$ cat src/rtl/instr_writer_pkg.sv
// Shared definitions for the 8-bit instruction bus writer and reader:
// FSM state encoding, instruction word field positions and pack/unpack helpers.
package instr_writer_pkg;

    typedef enum logic [1:0] {
        ST_IDLE = 2'd0,
        ST_HI   = 2'd1,
        ST_LO   = 2'd2,
        ST_GAP  = 2'd3
    } iw_state_e;

    localparam int OPC_W    = 3;
    localparam int OPC_LSB  = 0;
    localparam int ADDR_W   = 13;
    localparam int ADDR_LSB = 3;
    localparam int WORD_W   = 16;
    localparam int BYTE_W   = 8;
    localparam int GAP_CW   = 3;

    // Word layout: address in [15:3], opcode in [2:0].
    function automatic logic [WORD_W-1:0] pack_word(input logic [ADDR_W-1:0] addr,
                                                    input logic [OPC_W-1:0]  opc);
        logic [WORD_W-1:0] w;
        w = '0;
        w[ADDR_LSB +: ADDR_W] = addr;
        w[OPC_LSB  +: OPC_W]  = opc;
        return w;
    endfunction

    function automatic logic [OPC_W-1:0] unpack_opcode(input logic [WORD_W-1:0] w);
        return w[OPC_LSB +: OPC_W];
    endfunction

    function automatic logic [ADDR_W-1:0] unpack_addr(input logic [WORD_W-1:0] w);
        return w[ADDR_LSB +: ADDR_W];
    endfunction

endpackage

$ cat src/rtl/instr_writer_wr_ptr_cnt.sv
// Write pointer for the instruction bus: loadable, advances by one word
// (two bytes) at a time, and remembers whether it ever rolled over 0x1FFF.
module wr_ptr_cnt
    import instr_writer_pkg::*;
(
    input  logic              clk1,
    input  logic              rst,
    input  logic              ld,
    input  logic [ADDR_W-1:0] ld_val,
    input  logic              adv,
    output logic [ADDR_W-1:0] ptr,
    output logic              wrap
);

    localparam logic [ADDR_W:0] STEP = (ADDR_W+1)'(2);

    logic [ADDR_W-1:0] ptr_q, ptr_d;
    logic              wrap_q, wrap_d;
    logic [ADDR_W:0]   sum;

    // Next pointer: advancing wins over loading (the owner only loads when idle).
    always_comb begin
        sum    = {1'b0, ptr_q} + STEP;
        ptr_d  = ptr_q;
        wrap_d = wrap_q;
        if (adv) begin
            ptr_d  = sum[ADDR_W-1:0];
            wrap_d = wrap_q | sum[ADDR_W];
        end else if (ld) begin
            ptr_d = ld_val;
        end
    end

    // Pointer and sticky wrap registers.
    always_ff @(posedge clk1) begin
        if (rst) begin
            ptr_q  <= '0;
            wrap_q <= 1'b0;
        end else begin
            ptr_q  <= ptr_d;
            wrap_q <= wrap_d;
        end
    end

    assign ptr  = ptr_q;
    assign wrap = wrap_q;

endmodule

$ cat src/rtl/instr_writer.sv
// Instruction bus writer: packs {ir_addr, opcode} into a 16-bit word and
// emits it as two consecutive byte strobes (high byte first) at the write
// pointer, followed by GAP idle cycles before the next word.
module instr_writer
    import instr_writer_pkg::*;
#(
    parameter int GAP = 1
) (
    input  logic        clk1,
    input  logic        rst,
    input  logic [2:0]  opcode,
    input  logic [12:0] ir_addr,
    input  logic        load,
    output logic        load_rdy,
    input  logic [12:0] base_addr,
    input  logic        base_ld,
    output logic [7:0]  w_data,
    output logic        w_ena,
    output logic [12:0] w_addr,
    output logic        busy,
    output logic        done,
    output logic        wrap
);

    // Last cycle index inside the GAP state (unused when GAP == 0).
    localparam logic [GAP_CW-1:0] GAP_LAST = (GAP > 0) ? GAP_CW'(GAP - 1) : '0;

    iw_state_e          state_q, state_d;
    logic [GAP_CW-1:0]  gap_cnt_q, gap_cnt_d;
    logic [WORD_W-1:0]  pend_q, pend_d;
    logic               pend_v_q, pend_v_d;
    logic [WORD_W-1:0]  sh_q, sh_d;

    logic [BYTE_W-1:0]  w_data_q, w_data_d;
    logic               w_ena_q, w_ena_d;
    logic [ADDR_W-1:0]  w_addr_q, w_addr_d;
    logic               lo_byte_q, lo_byte_d;
    logic               done_q, done_d;

    logic               load_acc;
    logic               take;
    logic               gap_done;
    logic [ADDR_W-1:0]  ptr;
    logic [ADDR_W-1:0]  ptr_p1;
    logic               ptr_ld;
    logic               ptr_adv;

    wr_ptr_cnt u_ptr (
        .clk1   (clk1),
        .rst    (rst),
        .ld     (ptr_ld),
        .ld_val (base_addr),
        .adv    (ptr_adv),
        .ptr    (ptr),
        .wrap   (wrap)
    );

    // base_ld only lands between words; the pointer steps once per word on leaving LO.
    assign ptr_ld  = (state_q == ST_IDLE) && base_ld;
    assign ptr_adv = (state_q == ST_LO);
    assign ptr_p1  = ptr + ADDR_W'(1);

    // Next-state logic and holding/shift register control.
    // A word leaves the holding register ("take") from IDLE, straight out of LO
    // when there is no gap, or at the last gap cycle, so that exactly GAP
    // strobe-free cycles separate back-to-back words.
    always_comb begin
        load_acc  = load && !pend_v_q;
        gap_done  = (gap_cnt_q == GAP_LAST);
        take      = 1'b0;
        state_d   = state_q;
        gap_cnt_d = gap_cnt_q;

        case (state_q)
            ST_IDLE: begin
                if (pend_v_q) begin
                    take    = 1'b1;
                    state_d = ST_HI;
                end
            end
            ST_HI: begin
                state_d = ST_LO;
            end
            ST_LO: begin
                if (GAP > 0) begin
                    state_d   = ST_GAP;
                    gap_cnt_d = '0;
                end else if (pend_v_q) begin
                    take    = 1'b1;
                    state_d = ST_HI;
                end else begin
                    state_d = ST_IDLE;
                end
            end
            ST_GAP: begin
                if (gap_done) begin
                    if (pend_v_q) begin
                        take    = 1'b1;
                        state_d = ST_HI;
                    end else begin
                        state_d = ST_IDLE;
                    end
                end else begin
                    gap_cnt_d = gap_cnt_q + GAP_CW'(1);
                end
            end
            default: begin
                state_d = ST_IDLE;
            end
        endcase

        // A refill on the same edge as a take keeps the slot full.
        pend_d   = load_acc ? pack_word(ir_addr, opcode) : pend_q;
        pend_v_d = load_acc ? 1'b1 : (take ? 1'b0 : pend_v_q);
        sh_d     = take ? pend_q : sh_q;
    end

    // Bus outputs for the current state; registered, so they trail the state by a cycle.
    always_comb begin
        w_ena_d   = 1'b0;
        w_data_d  = '0;
        w_addr_d  = w_addr_q;
        lo_byte_d = 1'b0;
        case (state_q)
            ST_HI: begin
                w_ena_d  = 1'b1;
                w_data_d = sh_q[WORD_W-1 -: BYTE_W];
                w_addr_d = ptr;
            end
            ST_LO: begin
                w_ena_d   = 1'b1;
                w_data_d  = sh_q[BYTE_W-1:0];
                w_addr_d  = ptr_p1;
                lo_byte_d = 1'b1;
            end
            default: begin
                w_ena_d = 1'b0;
            end
        endcase
        // done follows the cycle in which the low byte is on the bus.
        done_d = lo_byte_q;
    end

    // FSM, holding register and shift register.
    always_ff @(posedge clk1) begin
        if (rst) begin
            state_q   <= ST_IDLE;
            gap_cnt_q <= '0;
            pend_q    <= '0;
            pend_v_q  <= 1'b0;
            sh_q      <= '0;
        end else begin
            state_q   <= state_d;
            gap_cnt_q <= gap_cnt_d;
            pend_q    <= pend_d;
            pend_v_q  <= pend_v_d;
            sh_q      <= sh_d;
        end
    end

    // Registered bus outputs; reset drops any byte in flight and its done.
    always_ff @(posedge clk1) begin
        if (rst) begin
            w_data_q  <= '0;
            w_ena_q   <= 1'b0;
            w_addr_q  <= '0;
            lo_byte_q <= 1'b0;
            done_q    <= 1'b0;
        end else begin
            w_data_q  <= w_data_d;
            w_ena_q   <= w_ena_d;
            w_addr_q  <= w_addr_d;
            lo_byte_q <= lo_byte_d;
            done_q    <= done_d;
        end
    end

    assign w_data   = w_data_q;
    assign w_ena    = w_ena_q;
    assign w_addr   = w_addr_q;
    assign done     = done_q;
    assign load_rdy = !pend_v_q;
    assign busy     = (state_q != ST_IDLE) || pend_v_q;

endmodule

$ cat config.mk
export PLATFORM = sky130hd
export DESIGN_NAME = instr_writer
export DESIGN_NICKNAME = d
export VERILOG_FILES = /design/src/rtl/instr_writer_pkg.sv /design/src/rtl/instr_writer_wr_ptr_cnt.sv /design/src/rtl/instr_writer.sv
export SDC_FILE = /design/constraint.sdc
export NUM_CORES = 1
export LEC_CHECK = 0
export BUFFER_PORTS_ARGS = -buffer_cell sky130_fd_sc_hd__buf_4
export CAP_MARGIN = 25
export CORE_UTILIZATION = 50
export DETAILED_ROUTE_END_ITERATION = 16
export HOLD_SLACK_MARGIN = 0.05
export PLACE_DENSITY = 0.72
export SYNTH_ARGS = -nofsm -noshare
export SYNTH_HDL_FRONTEND = slang
export SYNTH_SLANG_ARGS = --single-unit
$ cat constraint.sdc
create_clock -name clk1 -period 3.1 [get_ports clk1]
set_input_delay 0.465 -clock clk1 [delete_from_list [all_inputs] [get_ports clk1]]
set_output_delay 0.465 -clock clk1 [all_outputs]
set_load 0.01 [all_outputs]
==> results of run 1 <==
-- worst register-to-register path, cell delays in order (launching register included) --
cell and delay, ps:
dfxtp_1 330, inv_1 140, ha_1 350, nand3_1 210, or4_4 520, or4_1 480
o311ai_1 90
-- layout make-up --
cell class	instances	area, um^2
Clock buffer	11	151.4
Clock inverter	5	35.03
Fill cell	553	2432
Inverter	8	30.03
Multi-Input combinational cell	257	1618
Sequential cell	76	1521
Tap cell	77	96.34
Timing Repair Buffer	62	465.4
-- metrics by stage --
stage	setup slack, ps	utilization	power [mW]	hold WS, ps	instances
after global placement	992.0	0.5864	2.493	422.2	479
after CTS	907.2	0.6158	3.239	338.4	495
after floorplan	1229	-	2.186	413.8	372
after global routing	752.7	0.6169	3.426	339.4	496
after detailed placement	921.4	0.5864	2.532	433.8	479
final	896.0	0.6169	3.223	349.9	496
-- flip-flops by register name (all words and copies together), names as in the netlist --
register    count
done            1
done_d          1
gap_cnt_q       3
pend_q         16
pend_v_q        1
sh_q           16
state_q         2
u_ptr.ptr      13
u_ptr.wrap      1
w_addr         13
w_data          8
w_ena           1
-- routing by layer --
| layer | part of all wire | global-route usage | wire length [um] |
|---|---|---|---|
| met5 | 0 | 0 | 0 |
| met4 | 0.017 | 0.1254 | 121 |
| met3 | 0.044 | 0.04473 | 318 |
| met2 | 0.44 | 0.3085 | 3183 |
| met1 | 0.50 | 0.3106 | 3603 |
-- power by group --
group | internal, mW | leakage (nW) | switching, mW
logic | 0.500 | 0.925 | 0.675
registers | 1.15 | 0.620 | 0.185
clock network | 0.336 | 0.0957 | 0.377
-- final timing paths --
path	startpoint	to	slack (ps)	depth (start not counted)
max	state_q[0]$_SDFFE_PP0P_	u_ptr.ptr[12]$_SDFFE_PP0P_	900	6
min reg2reg	done_d$_SDFF_PP0_	done$_SDFF_PP0_	450	1
max reg2reg	state_q[0]$_SDFFE_PP0P_	u_ptr.ptr[12]$_SDFFE_PP0P_	900	6
min	ir_addr[12]	pend_q[15]$_SDFFE_PP0P_	350	3
-- cells in the final DEF, fill, tap and decap left out, types with 9 or more instances in the layout --
cell type  instances
nor2_1            43
dfxtp_1           76
a211oi_1          27
mux2i_1           19
clkbuf_8          11
nand2_1           39
xor2_1            11
buf_4             62
a21oi_1           26
nand3_1           10
and3_1            11
ha_1               9
-- cell families (layout without fill, tap and decap cells) --
logic type	Yosys count	after routing	share of synthesized area
multiplexers	21	21	0.06461
AND/OR/NAND/NOR	133	133	0.1946
flip-flops	76	76	0.4622
AO/OA/AOI/OAI	77	77	0.1517
XOR/XNOR	17	17	0.04523
buffers and inverters	39	86	0.04751
adder cells (fa/ha/maj)	9	9	0.03421
==> flow_summary.ini, run 1 <==
[detailed_routing]
drc_errors = 0
routed_wl_um = 7227
first_pass_iters = 4
dr_total_vias = 2727
wl_per_cell_um = 14.57
antenna_left = 0
avgViaCountPerCell = 5.498
drt_first_iter_violations = 147

[clocking]
cts_buffers = 9
cts.clk_slew.worst_paths_ps = 80
cts_tree = yes
max-clock-path-buffers = 2
htree_levels = 3
cts_root_buffer = clkbuf_8
cts_setup_buffers = 0
insertion_delay_ps = 360
hold_buffers = 0
cts_resized = 0
cts.sinks = 76

[die]
dieHeight_um = 83.14
die_area_um2 = 6912
rows = 29
start_util = 0.5184
core_um2 = 6350
ioPinCount = 59
die_x_um = 83.14

[sta]
maxClockFrequency_mhz = 453.7
setup_viol = 0
finalCriticalPeriod_ps = 2204
slew_viol_final = 0
relSlewSlack = 0.5180
rsz0062_at_grt = no
finalHoldViolCount = 0
tightest_slew_ps = 723.1
finalSetupTns_ps = 0
fin_worst_skew_ps = 8.266
period_share = 0.7110

[synthesis]
ys_seq_elements = 76
yosys.area.top_type_share = 0.4622
synth-main-ff-cell = dfxtp_1
ys_types = 43
yosysTopAreaCell = dfxtp_1
yosysMostFrequentCell = dfxtp_1
postSynthNetCount = 414
synthCells = 372
yosysSeqAreaShare = 0.4622
postSynthAreaPerCell_um2 = 8.849
synth_common_cells = dfxtp_1 (76), nor2_1 (43), nand2_1 (39)
netlist_area_um2 = 3292
synth-edff-count = 0
synth_top_cells_by_area = dfxtp_1 (46%), a211oi_1 (6.2%), mux2i_1 (5.8%)
yosys_warnings = 0
async_flop_share = 0

[global_route]
first_global_vias = 2467
track_usage = 0.2192
grt_pass1_wl_um = 11960
grt_max_degree = 71
overflow = 0
antenna_found_initial = 0

[status]
status = finished clean

[setup_path]
path_cells = inv_1, ha_1, nand3_1, or4_4, or4_1, o311ai_1
cpLargestDelayFamily = simple AND/OR/NAND/NOR gates
worstSetupPathType = reg -> reg
arrival_ps = 2460
critPathLaunchType = register
slowest_stage = or4_4
required_ps = 3360
crit_fanout = 8
cp_num_buf_inv = 1
end_kind = register
critPathMaxStageDelay_ps = 520

[finish]
num_antenna_cells = 0
drive_gt1_frac = 0.2005
area_delta_synth_final_pct = 19.00
postLayoutCellArea_um2 = 3918
final_nets = 456

[min_path]
worst_hold_path_type = in -> reg

[placement]
portBuffers = 58
dpl-instance-area_um2 = 3724
gp_congestion = 0.8112
dp_hpwl_um = 4844

[power_and_ir_drop]
p_leak_nw = 1.641
p_per_area_nw_per_um2 = 822.8
peakVddDrop_mv = 0.4752

[job]
max-cap-violations = 0
(Power assumes the default switching activity.)
==> run 2, diff against run 1 <==
--- a/config.mk
+++ b/config.mk
@@ -10,7 +10,7 @@
 export CORE_UTILIZATION = 50
 export DETAILED_ROUTE_END_ITERATION = 16
 export HOLD_SLACK_MARGIN = 0.05
-export PLACE_DENSITY = 0.72
+export PLACE_DENSITY = 0.75
 export SYNTH_ARGS = -nofsm -noshare
 export SYNTH_HDL_FRONTEND = slang
 export SYNTH_SLANG_ARGS = --single-unit
==> constraint.sdc (replaced) <==
create_clock -name clk1 -period 2 [get_ports clk1]
set_input_delay 0.3 -clock clk1 [delete_from_list [all_inputs] [get_ports clk1]]
set_output_delay 0.3 -clock clk1 [all_outputs]
set_load 0.01 [all_outputs]
==> flow_summary.ini, run 2 (synthesis gave the netlist of run 1 again) <==
[status]
status = finished clean

[power_and_ir_drop]
p_leak_nw = 1.718
pwr-share-clk = 0.225
switching_share = 0.3768
pwr-share-comb = 0.396
p_per_area_nw_per_um2 = 1304
seqPwrFrac = 0.379
peakVddDrop_mv = 0.7078
p_switching_mw = 1.987
p_int_mw = 3.286

[detailed_routing]
antenna_left = 0
drc_errors = 0
avgViaCountPerCell = 5.568
first_pass_iters = 4
drt_first_iter_violations = 129
routed_wl_um = 7477
dr_total_vias = 2834
wl_per_cell_um = 14.69

[global_route]
first_global_vias = 2654
overflow = 0
antenna_found_initial = 0
grt_pass1_wl_um = 12210
grt_max_degree = 42
track_usage = 0.2222

[clocking]
cts_setup_buffers = 0
insertion_delay_ps = 360
cts_root_buffer = clkbuf_8
cts.clk_slew.worst_paths_ps = 90
hold_buffers = 0
cts_tree = yes
cts_buffers = 9
cts.sinks = 76
max-clock-path-buffers = 2
htree_levels = 3

[finish]
num_antenna_cells = 0
drive_gt1_frac = 0.2245
final_common_cell = dfxtp_1
mostFrequentLayoutCells = dfxtp_1 (76), buf_4 (73), nor2_1 (43)
top_regs = pend_q: 16 flops, sh_q: 16 flops
final_nets = 469
postLayoutCellArea_um2 = 4043
area_delta_synth_final_pct = 22.81
fin_cells = 509
fillers = 549

[sta]
finalCriticalPeriod_ps = 1887
tightest_slew_ps = 531.7
finalSetupTns_ps = 0
maxClockFrequency_mhz = 529.9
finalHoldViolCount = 0
period_share = 0.9435
slew_viol_final = 0
relSlewSlack = 0.6447
fin_worst_skew_ps = 14.09
rsz0062_at_grt = no
setup_viol = 0

[setup_path]
critPathLaunchType = register
crit_fanout = 5
arrival_ps = 2150
worstSetupPathType = reg -> reg
end_kind = register
required_ps = 2270

[die]
die_x_um = 83.14
core_um2 = 6350
die_area_um2 = 6912
ioPinCount = 59
start_util = 0.5184
dieHeight_um = 83.14
rows = 29

[min_path]
worst_hold_path_type = in -> reg

[placement]
dp_hpwl_um = 5147
dpl-instance-area_um2 = 3834
dp.cells = 492
portBuffers = 58
gp_congestion = 0.8156

[job]
max-cap-violations = 0
## run 2: path summary, 6_finish.rpt
kind	startpoint	slack [ps]	to	cells after the start
max reg2reg	state_q[1]$_SDFFE_PP0P_	110	u_ptr.ptr[12]$_SDFFE_PP0P_	5
max	state_q[1]$_SDFFE_PP0P_	110	u_ptr.ptr[12]$_SDFFE_PP0P_	5
min reg2reg	done_d$_SDFF_PP0_	440	done$_SDFF_PP0_	1
min	ir_addr[7]	180	pend_q[10]$_SDFFE_PP0P_	3
## run 2: routing by layer
layer,vias up,share of wire,GRT usage
li1,1408,-,-
met1,1337,0.43,0.2589
met2,75,0.50,0.3770
met3,14,0.049,0.05666
met4,0,0.019,0.1129
met5,-,0,0
## run 2: worst max-delay path, cell delays in order (launching register included)
cell,delay [ps]
dfxtp_1,400
ha_1,210
nand3_1,130
or4_4,500
or4_1,480
o311ai_1,80
## run 2: through the flow
step / power, mW / setup slack [ps] / util / hold WS, ps
floorplan: 3.388 / 128.8 / - / 413.8
global placement: 4.028 / 173.0 / 0.6037 / 435.7
detailed placement: 4.093 / 88.94 / 0.6037 / 427.0
CTS: 5.274 / 69.51 / 0.6349 / 164.7
global route: 5.590 / 27.57 / 0.6367 / 173.4
finish: 5.273 / 113.0 / 0.6367 / 178.3
## run 2: power by group through the flow
stage          registers [mW]  clock network, mW  logic [mW]
2_1_floorplan            2.02                  0        1.37
3_3_place_gp             2.02                  0        2.01
3_5_place_dp             2.03                  0        2.06
4_1_cts                  2.00               1.20        2.07
5_1_grt                  2.03               1.27        2.29
6_report                 2.00               1.19        2.09
## run 2: cell type report
cell class	instances	area, um^2	area share
sequential	76	1521	0.3764
timing repair buffer	75	579.3	0.1433
clock buffer	9	123.9	0.03064
clock inverter	7	73.82	0.01826
inverter	8	30.03	0.007428
tap	77	96.34	0.02383
multi-input combinational	257	1618	0.4002
## run 2: repair_timing
action,CTS,global route
gates resized for setup,0,2
setup endpoints to repair,0,4
endpoints found under the hold margin,0,0
